--- config.mk ---
export PLATFORM = sky130hd
export DESIGN_NAME = pixel_stream_scan
export DESIGN_NICKNAME = d
export VERILOG_FILES = /design/src/rtl/pixel_stream_scan.sv
export SDC_FILE = /design/constraint.sdc
export NUM_CORES = 1
export LEC_CHECK = 0
export CAP_MARGIN = 20
export CORE_AREA = 2 2 95 97
export CTS_CLUSTER_SIZE = 12
export DETAILED_ROUTE_END_ITERATION = 10
export DIE_AREA = 0 0 97 99
export PLACE_DENSITY = 0.63
export SETUP_SLACK_MARGIN = 0.3
export SLEW_MARGIN = 0
export SYNTH_ARGS = -nofsm -noshare
export SYNTH_HDL_FRONTEND = slang
export SYNTH_SLANG_ARGS = --single-unit
--- constraint.sdc ---
create_clock -name clk_20 -period 2.93 [get_ports clk_20]
set_input_delay 0.879 -clock clk_20 [delete_from_list [all_inputs] [get_ports clk_20]]
set_output_delay 0.879 -clock clk_20 [all_outputs]
set_load 0.1 [all_outputs]
--- src/rtl/pixel_stream_scan.sv ---
// pixel_stream_scan: raster (x,y) issue with credit-limited capture of rgb_in into a valid/ready skid FIFO.
// Build option STREAM_CONTINUOUS_EN: frames stream back-to-back, FSM never leaves RUN after the first frame_req.
module pixel_stream_scan #(
  parameter int H_ACTIVE   = 640,
  parameter int V_ACTIVE   = 480,
  parameter int XW         = 10,
  parameter int YW         = 10,
  parameter int PIX_W      = 6,
  parameter int PIPE_LAT   = 2,
  parameter int FIFO_DEPTH = 4
) (
  input  logic             clk_20,
  input  logic             rst_n,
  input  logic             frame_req,
  output logic             coord_valid,
  output logic [XW-1:0]    x,
  output logic [YW-1:0]    y,
  input  logic [PIX_W-1:0] rgb_in,
  output logic             out_valid,
  input  logic             out_ready,
  output logic [PIX_W-1:0] out_data,
  output logic             out_sof,
  output logic             out_eol,
  output logic             busy,
  output logic             frame_done
);
  localparam logic [1:0] IDLE  = 2'd0;
  localparam logic [1:0] RUN   = 2'd1;
  localparam logic [1:0] DRAIN = 2'd2;
`ifdef STREAM_CONTINUOUS_EN
  localparam logic [1:0] END_ST = RUN;
`else
  localparam logic [1:0] END_ST = DRAIN;
`endif
  localparam int AW = $clog2(FIFO_DEPTH);
  localparam int CW = AW + 1;
  logic [1:0]          state, state_nx;
  logic [PIPE_LAT-1:0] pv, ps, pe, pf;
  logic [PIX_W+2:0]    mem [FIFO_DEPTH];
  logic [PIX_W+2:0]    head;
  logic [AW-1:0]       rd, wr;
  logic [CW-1:0]       count, inflight;
  logic                x_last, y_last, push, pop;
  assign x_last    = x == XW'(H_ACTIVE - 1);
  assign y_last    = y == YW'(V_ACTIVE - 1);
  assign push      = pv[PIPE_LAT-1];
  assign out_valid = count != '0;
  assign pop       = out_valid && out_ready;
  assign head      = mem[rd];
  assign out_data  = out_valid ? head[PIX_W-1:0] : '0;
  assign out_sof   = out_valid && head[PIX_W];
  assign out_eol   = out_valid && head[PIX_W+1];
  assign busy      = state != IDLE;
  // beats already owed to the FIFO: one per valid stage of the latency pipe
  always_comb begin
    inflight = '0;
    for (int i = 0; i < PIPE_LAT; i++) inflight = inflight + CW'(pv[i]);
  end
  // issue only while every outstanding beat is guaranteed a FIFO slot
  always_comb begin
    coord_valid = (state == RUN) && (({1'b0, count} + {1'b0, inflight}) < (CW+1)'(FIFO_DEPTH));
    state_nx    = state == IDLE ? (frame_req ? RUN : IDLE) :
                  state == RUN  ? (coord_valid && x_last && y_last ? END_ST : RUN) :
                  (pv == '0 && count == '0) ? IDLE : DRAIN;
  end
  // frame sequencing
  always_ff @(posedge clk_20) begin
    if (!rst_n) state <= IDLE;
    else state <= state_nx;
  end
  // scan counters advance only on issue
  always_ff @(posedge clk_20) begin
    if (!rst_n) begin
      x <= '0;
      y <= '0;
    end else if (coord_valid) begin
      x <= x_last ? '0 : x + XW'(1);
      if (x_last) y <= y_last ? '0 : y + YW'(1);
    end
  end
  // tag pipe tracks each issued coordinate until its rgb_in arrives
  always_ff @(posedge clk_20) begin
    if (!rst_n) begin
      pv <= '0;
      ps <= '0;
      pe <= '0;
      pf <= '0;
    end else begin
      pv <= (pv << 1) | PIPE_LAT'(coord_valid);
      ps <= (ps << 1) | PIPE_LAT'(coord_valid && x == '0 && y == '0);
      pe <= (pe << 1) | PIPE_LAT'(coord_valid && x_last);
      pf <= (pf << 1) | PIPE_LAT'(coord_valid && x_last && y_last);
    end
  end
  // FIFO storage needs no reset; pointers and count define validity
  always_ff @(posedge clk_20) begin
    if (push) mem[wr] <= {pf[PIPE_LAT-1], pe[PIPE_LAT-1], ps[PIPE_LAT-1], rgb_in};
  end
  // FIFO pointers, occupancy and end-of-frame pulse
  always_ff @(posedge clk_20) begin
    if (!rst_n) begin
      rd         <= '0;
      wr         <= '0;
      count      <= '0;
      frame_done <= 1'b0;
    end else begin
      if (push) wr <= wr + AW'(1);
      if (pop) rd <= rd + AW'(1);
      count      <= count + CW'(push) - CW'(pop);
      frame_done <= pop && head[PIX_W+2];
    end
  end
endmodule

==> results by group, run 1 <==
Global route
  – Largest net degree at the start of global routing: 16
  – Number of global-route vias before repair: 2,269
  – First-pass GRT wire length: 10,760 µm
  – Grt ovf: 0
  – GRT Util Overall: 14.00%
  – Initial antenna violation count: 0

Timing
  – Rel. slew slack: 68.19%
  – RSZ-0062 raised after global routing: true
  – Final Critical Period: 2.839 ns
  – Final Hold Vio Count: 0
  – Worst slew pin tran: 0.4772 ns
  – Setup Viol. Count Final: 0
  – Fin crit share: 96.88%
  – Slew Viols, Final: 0
  – Fin Clk Skew: 0.006427 ns
  – Setup TNS: 0 ns
  – FMAX: 352.3 MHz

Cells and area
  – Most common cell after layout, fill and taps aside: buf_4
  – Layout cell share with drive strength beyond 1: 28.86%
  – # fillers: 758
  – Area Overhead vs Synth: 27.21%
  – Multi-input logic area: 1396 µm²
  – Sequential Area: 1898 µm²
  – Layout Cells excl Fill: 451
  – Final #Nets: 361
  – Highest-count cells in the layout ignoring fill and taps: buf_4, edfxtp_1, dfxtp_1, and2_1, nand2_1
  – Ant. Diodes: 0

Clocking
  – Clock transition at path regs: 0.07 ns
  – Root buffer cell: clkbuf_8
  – CTS sink count: 76
  – H-tree levels: 3
  – Num CTS Buffers: 9
  – CTS tree: yes
  – Later-pin clock latency in the skew report: 0.35 ns
  – Max clock buf depth: 2

Pwr
  – Internal: 2.069 mW
  – Pwr Density: 799.3 nW/µm²
  – Switching power: 1.307 mW
  – Worst ir drop on vdd: 0.0004053 V
  – Leak: 1.628 nW
  – Total power: 3.375 mW
  – Sw frac: 38.71%
  – Gate power share: 43.7%
  – Seq pwr share: 36.2%
  – Clock power share: 20.1%

Yosys
  – Syn. warnings: 0
  – Syn Std Cell Area: 3319 µm²
  – Synth cell types: 42
  – Ys flop type: dfxtp_1
  – Post-synth net total: 304
  – Post-synthesis sequential area ratio: 56.69%
  – Seq cells post-synth: 76
  – Syn avg cell area: 11.81 µm²
  – Syn Inst Count: 281
  – Async SR Flop Fraction: 0%
  – Post-synth EDFFs: 36

Worst setup path
  – Worst-path maximum fanout: 2
  – Startpoint types: flop
  – Worst path arrival time: 1.96 ns
  – WS Path Type: flop to primary output
  – Required @ worst endpoint: 2.05 ns
  – Crit path capture type: primary output

Run status
  – Outcome: finished clean

Route
  – DR DRC count: 0
  – Vias per cell: 5.082
  – Routed Antenna Nets: 0
  – Vias: 2,292
  – WL/cell: 14.46 µm
  – First-pass DRT Iterations: 4
  – DRT iter0 DRCs: 106
  – Routed Wire Length: 6520 µm

Run
  – Maxcap violations: 0

Place
  – Detailed placement HPWL: 4478 µm
  – Buffers added on ports: 41
  – Post-Place Cells: 426
  – Placer Congestion: 0.8164

Floorplanning
  – Core area: 8551 µm²
  – Die H: 99 µm
  – Ports: 42
  – Row cnt: 34
  – Die Area: 9603 µm²
  – Initial core utilization: 38.82%
  – Die Wd: 97 µm

Worst hold path
  – Worst hold path class: flop to flop
metrics by stage:
stage                     area [µm²]  hold slack (ns)  util [%]  setup slack, ns
final                           4223           0.4317     49.39          0.09138
after global routing            4223           0.4394     49.39          0.03704
after CTS                       4187           0.4340     48.96          0.07708
after detailed placement        3935           0.4185     46.02           0.2381
after global placement          3935           0.4157     46.02           0.2695
after floorplan                 3352           0.4119         -           0.2133
worst paths after layout:
kind / startpoint / end / slack, ns / depth (start not counted)
hold reg to reg: pe[0] / pe[1] / 0.43 / 1
setup reg to reg: pv[0] / y[6] / 0.50 / 7
setup / recovery: pv[0] / coord_valid / 0.09 / 6
hold / removal: pe[0] / pe[1] / 0.43 / 1
cells in the mapped netlist (3+ instances only):
library cell	n	area share (%)
nor3_1	10	1.5
clkbuf_1	8	0.90
nor4_1	7	1.3
nand3_1	14	2.1
or4_1	5	1.1
mux4_2	9	6.1
nand2_1	16	1.8
and3_1	5	0.94
and2_1	30	5.7
ha_1	12	4.5
xnor2_1	6	1.6
nor2_1	13	1.5
edfxtp_1	36	33
dfxtp_1	40	24
or3_1	3	0.57
a21boi_0	7	1.6
xor2_1	4	1.1
nand4_1	5	0.94
o21a_1	4	0.90
inv_1	15	1.7
o21ai_0	4	0.60
a21boi_1	3	0.68
critical path: stages (launching register included):
cell and delay (ns):
dfxtp_2 0.34, ha_4 0.27, a21oi_4 0.06, o31a_4 0.28, or3_4 0.39, clkinvlp_4 0.11, buf_12 0.17
logic make-up after synthesis:
logic type	Yosys count	share of synthesized area, %
adders and majority gates	13	5.126
buffers and inverters	26	3.091
xor gates and xnor gates	10	2.638
DFF	76	56.69
AOI/OAI and AO/OA	29	6.559
muxes	11	6.709
and+or+nand+nor	116	19.19
routing by layer:
metal	global-route usage (%)	wire [µm]	up-vias
li1	-	-	1134
met1	17.29	3028	1080
met2	23.66	3056	65
met3	2.979	327	13
met4	6.392	107	0
met5	0	0	-
power groups by stage:
stage,sequential [mW],combinational [mW],clock [mW]
6_report,1.22,1.47,0.678
5_1_grt,1.23,1.56,0.736
4_1_cts,1.22,1.45,0.693
3_5_place_dp,1.23,1.36,0
3_3_place_gp,1.23,1.35,0
2_1_floorplan,1.25,0.928,0
cell type report:
| class | instances | share of cell area (%) |
|---|---|---|
| clock buffer | 12 | 3.200 |
| clock inverter | 4 | 0.6519 |
| inverter | 15 | 1.422 |
| multi-input combinational | 179 | 33.07 |
| sequential | 76 | 44.95 |
| tap | 108 | 3.200 |
| timing repair buffer | 57 | 13.51 |
flip-flops by register name (all words and copies together), names as in the netlist, named ones only:
signal and count:
ps 2, state 2, count 3, x 10
pe 2, frame_done 1, mem 36, pv 2
pf 2, y 10, wr 2, rd 2
timing repair:
action                                  in CTS  in global routing
gates cloned                                 1                  0
setup buffers                                6                  2
endpoints found under the setup margin       9                  9
gates resized for setup                     11                  9
hold buffers                                 0                  0
pin swaps                                    4                  2
No activity file was read; power rests on OpenSTA's default activity.
==> run 2, diff against run 1 <==
--- a/config.mk
+++ b/config.mk
@@ -7,6 +7,7 @@
 export LEC_CHECK = 0
 export CAP_MARGIN = 20
 export CORE_AREA = 2 2 95 97
+export CTS_BUF_LIST = sky130_fd_sc_hd__clkbuf_16
 export CTS_CLUSTER_SIZE = 12
 export DETAILED_ROUTE_END_ITERATION = 10
 export DIE_AREA = 0 0 97 99
==> run 2 against run 1 <==
  * Non-clock buffer count decreased by 1
  * Sequential share of layout area down 0.99 points
  * Flip-flop and latch count stayed put
  * Critical path depth did not move
  * Final cell count is 0.22% lower
  * First-iteration DRC count is 4.7% lower
  * Critical endpoint unchanged
==> results by group, run 2 (synthesized netlist as in run 1, its figures left out) <==
Run status
  – Outcome: finished clean (unchanged)

Worst setup path
  – Worst Setup SP: pv[0] (unchanged)
  – Worst-path maximum fanout: 2 (unchanged)
  – WS Path Type: flop to primary output (unchanged)
  – Crit-path cells: ha_4 > a21oi_4 > o31a_4 > or3_4 > clkinvlp_4 > buf_12 (unchanged)
  – Crit-path slowest cell: or3_4 (unchanged)
  – Worst path arrival time: 1.94 ns (was 1.96 ns)
  – Crit path capture type: primary output (unchanged)
  – Required @ worst endpoint: 2.05 ns (about the same)
  – Largest stage delay on the critical path: 0.39 ns (about the same)
  – FF-to-FF Start: pv[0] (unchanged)
  – Startpoint types: flop (unchanged)

Clocking
  – Clock transition at path regs: 0.06 ns (was 0.07 ns)
  – H-tree levels: 3 (unchanged)
  – CTS sink count: 76 (unchanged)
  – Max clock buf depth: 2 (unchanged)
  – CTS tree: yes (unchanged)
  – Later-pin clock latency in the skew report: 0.33 ns (was 0.35 ns)
  – CTS Hold Bufs: 0 (unchanged)
  – Num CTS Buffers: 9 (unchanged)
  – Root buffer cell: clkbuf_16 (was clkbuf_8)

Pwr
  – Worst ir drop on vdd: 0.0004053 V (about the same)
  – Leak: 1.679 nW (was 1.628 nW)
  – Pwr Density: 846.0 nW/µm² (was 799.3 nW/µm²)

Worst hold path
  – Critical hold path startpoint: pe[0] (unchanged)
  – Worst hold path class: flop to flop (unchanged)

Floorplanning
  – Die H: 99 µm (unchanged)
  – Row cnt: 34 (unchanged)
  – Die Wd: 97 µm (unchanged)
  – Die Area: 9603 µm² (unchanged)
  – Core area: 8551 µm² (unchanged)
  – Ports: 42 (unchanged)
  – Initial core utilization: 38.82% (unchanged)

Cells and area
  – Layout Cells excl Fill: 450 (was 451)
  – Most flop-heavy register: mem (unchanged)
  – Final #Nets: 360 (was 361)
  – Top flop regs: mem: 36 flops, x: 10 flops, y: 10 flops (unchanged)
  – Flip-flop count of the largest register after layout: 36 (unchanged)
  – Highest-count cells in the layout ignoring fill and taps: edfxtp_1, buf_4, dfxtp_1, and2_1, inv_1 (was buf_4, edfxtp_1, dfxtp_1, and2_1, nand2_1)
  – Ant. Diodes: 0 (unchanged)
  – Area Overhead vs Synth: 30.00% (was 27.21%)
  – Layout cell share with drive strength beyond 1: 28.36% (was 28.86%)
  – Post-route cell area: 4315 µm² (was 4223 µm²)

Global route
  – Largest net degree at the start of global routing: 16 (unchanged)
  – GR Util met1: 17.24% (was 17.29%)
  – GR Util met2: 23.82% (was 23.66%)
  – First-pass GRT wire length: 10,750 µm (was 10,760 µm)
  – GRT Util Overall: 14.27% (was 14.00%)
  – GR peak layer: met2 (unchanged)
  – Grt ovf: 0 (unchanged)
  – Initial antenna violation count: 0 (unchanged)
  – Number of global-route vias before repair: 2,240 (was 2,269)
  – GR Layer Usage met3: 3.333% (was 2.979%)

Timing
  – Hold_ws: 0.4261 ns (was 0.4317 ns)
  – Fin crit share: 96.32% (was 96.88%)
  – Fin Clk Skew: 0.005026 ns (was 0.006427 ns)
  – Rel. slew slack: 67.48% (was 68.19%)
  – Setup Viol. Count Final: 0 (unchanged)
  – Final Hold Vio Count: 0 (unchanged)
  – FMAX: 354.3 MHz (was 352.3 MHz)
  – Slew Viols, Final: 0 (unchanged)
  – Setup TNS: 0 ns (unchanged)
  – Final Critical Period: 2.822 ns (was 2.839 ns)
  – RSZ-0062 raised after global routing: true (unchanged)
  – Worst slew pin tran: 0.4879 ns (was 0.4772 ns)

Route
  – Routed Wire Length: 6646 µm (was 6520 µm)
  – First-pass DRT Iterations: 4 (unchanged)
  – DR DRC count: 0 (unchanged)
  – Vias: 2,285 (was 2,292)
  – WL/cell: 14.77 µm (was 14.46 µm)
  – Routed Antenna Nets: 0 (unchanged)
  – DRT iter0 DRCs: 101 (was 106)
  – Vias per cell: 5.078 (was 5.082)

Place
  – Buffers added on ports: 41 (unchanged)
  – Placer Congestion: 0.8164 (unchanged)
  – Post-Place Cells: 426 (unchanged)
  – Detailed placement HPWL: 4478 µm (unchanged)
  – Placed Area: 3935 µm² (unchanged)

Run
  – Maxcap violations: 0 (unchanged)
## run 2: cell types whose count changed in the layout (fill, tap and decap cells not counted)
| cell | before | now |
|---|---|---|
| buf_8 | 0 | 1 |
| buf_4 | 37 | 36 |
| buf_6 | 2 | 1 |
| and2_4 | 6 | 3 |
| dfxtp_1 | 27 | 28 |
| clkbuf_8 | 9 | 0 |
| dfxtp_2 | 13 | 12 |
| and2_2 | 1 | 4 |
| inv_1 | 14 | 17 |
| clkbuf_1 | 3 | 0 |
| clkbuf_16 | 0 | 9 |
## run 2: area by class of cell
class,count,area [µm²]
Clock buffer,9,225.2
Multi-Input combinational cell,179,1393
Fill cell,754,4235
Sequential cell,76,1897
Clock inverter,7,38.79
Inverter,15,60.06
Timing Repair Buffer,56,566.8
Tap cell,108,135.1
## run 2: worst paths after layout
path	end	slack, ns	cells after the start
setup reg to reg	y[6]	0.51	7
setup / recovery	coord_valid	0.11	6
hold / removal	pe[1]	0.43	1
hold reg to reg	pe[1]	0.43	1
## run 2: through the flow
| stage | worst slack [ns] | utilization (%) | power, mW |
|---|---|---|---|
| after floorplan | 0.2133 | - | 2.176 |
| after global placement | 0.2695 | 46.02 | 2.584 |
| after detailed placement | 0.2381 | 46.02 | 2.595 |
| final | 0.1079 | 50.47 | 3.651 |
| after CTS | 0.1008 | 50.01 | 3.639 |
| after global routing | 0.05497 | 50.47 | 3.811 |
## run 2: timing repair
item                                    CTS  global route
endpoints found under the setup margin    8            11
gates cloned                              0             1
pin swaps                                 4             2
endpoints found under the hold margin     0             0
resized for setup                         7            11
buffers inserted                          6             1
## run 2: power breakdown
part	total (mW)	switching [mW]	leakage, nW	internal [mW]
logic	1.45	0.877	0.866	0.576
clock network	0.971	0.409	0.143	0.563
registers	1.23	0.0565	0.670	1.17
total	3.65	1.34	1.68	2.31
## run 2: routing by layer
metal | share of wire, % | vias up
met5 | 0 | -
met4 | 2.5 | 0
met3 | 4.4 | 15
met2 | 47 | 55
met1 | 46 | 1083
li1 | - | 1132
## run 2: worst max-delay path: cells and delay by family, from the launching register on
family | cells | cell delay, ns
AOI/OAI and AO/OA | 2 | 0.34
adders and majority gates | 1 | 0.27
buffers and inverters | 2 | 0.28
DFF | 1 | 0.33
and+or+nand+nor | 1 | 0.39
==> run 3, diff against run 2 <==
--- a/config.mk
+++ b/config.mk
@@ -5,13 +5,13 @@
 export SDC_FILE = /design/constraint.sdc
 export NUM_CORES = 1
 export LEC_CHECK = 0
-export CAP_MARGIN = 20
-export CORE_AREA = 2 2 95 97
+export CAP_MARGIN = 40
+export CORE_AREA = 2 2 74 111
 export CTS_BUF_LIST = sky130_fd_sc_hd__clkbuf_16
 export CTS_CLUSTER_SIZE = 12
 export DETAILED_ROUTE_END_ITERATION = 10
-export DIE_AREA = 0 0 97 99
-export PLACE_DENSITY = 0.63
+export DIE_AREA = 0 0 76 113
+export PLACE_DENSITY = 0.69
 export SETUP_SLACK_MARGIN = 0.3
 export SLEW_MARGIN = 0
 export SYNTH_ARGS = -nofsm -noshare
==> run 3 against run 2 <==
  * Hold slack improved by 0.0020 ns
  * Clock skew barely moved
  * Combinational power about the same
  * Fmax up 0.12%
  * First-iteration DRC count grew 3.0%
  * Sequential share of layout area increased by 0.096 points
  * Register-to-register slack worse by 0.21 ns
  * Clock power grew 16%
  * Flip-flop and latch count is the same
  * Via count up 0.96%
==> results by group, run 3 (synthesized netlist as in run 1, its figures left out) <==
Run status
  – Outcome: finished clean (unchanged)

Cells and area
  – Top flop regs: mem: 36 flops, x: 10 flops, y: 10 flops (unchanged)
  – Ant. Diodes: 0 (unchanged)
  – Most common cell after layout, fill and taps aside: edfxtp_1
  – Final #Nets: 357 (was 360)
  – Area Overhead vs Synth: 29.89% (was 30.00%)
  – Layout cell share with drive strength beyond 1: 26.84% (was 28.36%)
  – Flip-flop count of the largest register after layout: 36 (unchanged)
  – Most flop-heavy register: mem (unchanged)
  – Highest-count cells in the layout ignoring fill and taps: edfxtp_1, buf_4, dfxtp_1, and2_1, nand2_1 (was edfxtp_1, buf_4, dfxtp_1, and2_1, inv_1)
  – Core Util, Final: 57.01% (was 50.47%)

Pwr
  – Total power: 3.774 mW (was 3.651 mW)
  – Clock power share: 29.8% (was 26.6%)
  – Gate power share: 37.7% (was 39.8%)
  – Leak: 1.664 nW (was 1.679 nW)
  – Seq pwr share: 32.4% (was 33.6%)
  – Sw frac: 35.09% (was 36.77%)
  – Worst ir drop on vdd: 0.0006200 V (was 0.0004053 V)
  – Internal: 2.450 mW (was 2.308 mW)
  – Pwr Density: 875.4 nW/µm² (was 846.0 nW/µm²)
  – Switching power: 1.324 mW (was 1.342 mW)

Route
  – Vias: 2,307 (was 2,285)
  – WL met2: 3528 µm (was 3132 µm)
  – Met3 Wirelength: 308 µm (was 295 µm)
  – Routed Antenna Nets: 0 (unchanged)
  – Vias per cell: 5.231 (was 5.078)
  – Metal1 wirelength: 2652 µm (was 3053 µm)
  – First-pass DRT Iterations: 4 (unchanged)
  – DR DRC count: 0 (unchanged)
  – DR top layer: met4 (unchanged)
  – WL/cell: 15.24 µm (was 14.77 µm)
  – Routed Wire Length: 6723 µm (was 6646 µm)
  – DRT iter0 DRCs: 104 (was 101)

Floorplanning
  – Die Wd: 76 µm (was 97 µm)
  – Row cnt: 39 (was 34)
  – Core area: 7564 µm² (was 8551 µm²)
  – Die Area: 8588 µm² (was 9603 µm²)
  – Die H: 113 µm (was 99 µm)
  – Ports: 42 (unchanged)
  – Initial core utilization: 43.89% (was 38.82%)

Clocking
  – CTS tree: yes (unchanged)
  – Max clock buf depth: 2 (unchanged)
  – Root buffer cell: clkbuf_16 (unchanged)
  – Clock transition at path regs: 0.06 ns (about the same)
  – CTS Hold Bufs: 0 (unchanged)
  – Num CTS Buffers: 9 (unchanged)
  – H-tree levels: 3 (unchanged)
  – CTS sink count: 76 (unchanged)
  – Later-pin clock latency in the skew report: 0.33 ns (about the same)

Global route
  – Largest net degree at the start of global routing: 17 (was 16)
  – GRT Util Overall: 16.65% (was 14.27%)
  – Number of global-route vias before repair: 2,323 (was 2,240)
  – Grt ovf: 0 (unchanged)
  – Initial antenna violation count: 0 (unchanged)
  – First-pass GRT wire length: 11,070 µm (was 10,750 µm)

Worst setup path
  – Largest stage delay on the critical path: 0.39 ns (about the same)
  – R2r setup slk: 0.30 ns (was 0.51 ns)
  – FF-to-FF End: y[6] (unchanged)
  – Crit-path cells: ha_4 > a21oi_4 > o31a_4 > or3_4 > clkinvlp_4 > buf_12 (unchanged)
  – Crit-path slowest cell: or3_4 (unchanged)
  – Worst Setup SP: pv[0] (unchanged)
  – Startpoint types: flop (unchanged)
  – R2r worst-path depth: 7 (unchanged)
  – FF-to-FF Start: pv[0] (unchanged)
  – Required @ worst endpoint: 2.05 ns (about the same)
  – Worst-path maximum fanout: 3 (was 2)
  – Crit path capture type: primary output (unchanged)
  – WS Path Type: flop to primary output (unchanged)
  – Worst path arrival time: 1.94 ns (about the same)

Timing
  – Setup Viol. Count Final: 0 (unchanged)
  – Setup TNS: 0 ns (unchanged)
  – Hold_ws: 0.4281 ns (was 0.4261 ns)
  – Fin crit share: 96.20% (was 96.32%)
  – Rel. slew slack: 66.55% (was 67.48%)
  – Fin Clk Skew: 0.005103 ns (was 0.005026 ns)
  – Worst slew pin tran: 0.5018 ns (was 0.4879 ns)
  – Slew Viols, Final: 0 (unchanged)
  – RSZ-0062 raised after global routing: true (unchanged)
  – FMAX: 354.8 MHz (was 354.3 MHz)
  – Final Hold Vio Count: 0 (unchanged)
  – Final Critical Period: 2.819 ns (was 2.822 ns)

Worst hold path
  – Critical hold path startpoint: pe[0] (unchanged)
  – Worst hold path class: flop to flop (unchanged)
  – Hold depth: 1 (unchanged)
  – Hold Path Sink: pe[1] (unchanged)

Place
  – Placer Congestion: 0.8687 (was 0.8164)
  – Buffers added on ports: 41 (unchanged)
  – Detailed placement HPWL: 4729 µm (was 4478 µm)

Run
  – Maxcap violations: 0 (unchanged)
[run 3: changes by cell type in the layout (fill, tap and decap cells not counted), moves of 2 or more]
cell       before  now
buf_4          36   33
clkinv_1        0    3
bufinv_16       0    2
clkinv_2        2    0
clkinv_4        2    0
inv_1          17   15
[run 3: layer usage]
metal	global-route usage (%)	up-vias
met2	30.65	70
met3	4.864	18
met5	0	-
met1	17.07	1096
li1	-	1123
met4	8.485	0
[run 3: final cells by class]
class                   instances  area [µm²]
clock buffers                   9       225.2
clock inverters                 7       82.58
fillers                       652        3252
inverters                      15       60.06
multi-input cells             179        1376
flip-flops and latches         76        1899
well taps                     102       127.6
repair buffers                 53       540.5
[run 3: repair_timing]
item | CTS | global route
gates cloned | 0 | 1
pin swaps | 4 | 3
setup endpoints to repair | 9 | 12
setup buffers | 4 | 0
resized for setup | 6 | 8
[run 3: critical path, delay by kind of cell (launching register included)]
family | cells | cell delay (ns)
AND/OR/NAND/NOR | 1 | 0.39
flip-flops | 1 | 0.35
AO/OA/AOI/OAI | 2 | 0.33
buffers and inverters | 2 | 0.27
adder cells (fa/ha/maj) | 1 | 0.26
[run 3: stage by stage]
stage	instance area (µm²)	instances	worst slack [ns]
after detailed placement	3928	420	0.2263
after global placement	3928	420	0.2669
after floorplan	3352	281	0.2133
after CTS	4293	440	0.09115
after global routing	4312	441	0.06674
final	4312	441	0.1113
[run 3: worst max path at each step]
stage / end / slack (ns) / depth (start not counted)
after detailed placement: count[2] / 0.23 / 8
after global placement: count[2] / 0.27 / 8
after global routing: coord_valid / 0.07 / 6
after floorplan: out_data[0] / 0.21 / 3
final: coord_valid / 0.11 / 6
after CTS: coord_valid / 0.09 / 6
[run 3: power groups by stage]
stage                     combinational [mW]  sequential [mW]  clock [mW]
final                                   1.42             1.22        1.13
after global routing                    1.49             1.23        1.20
after CTS                               1.42             1.22        1.15
after detailed placement                1.38             1.23           0
after global placement                  1.36             1.23           0
after floorplan                        0.928             1.25           0
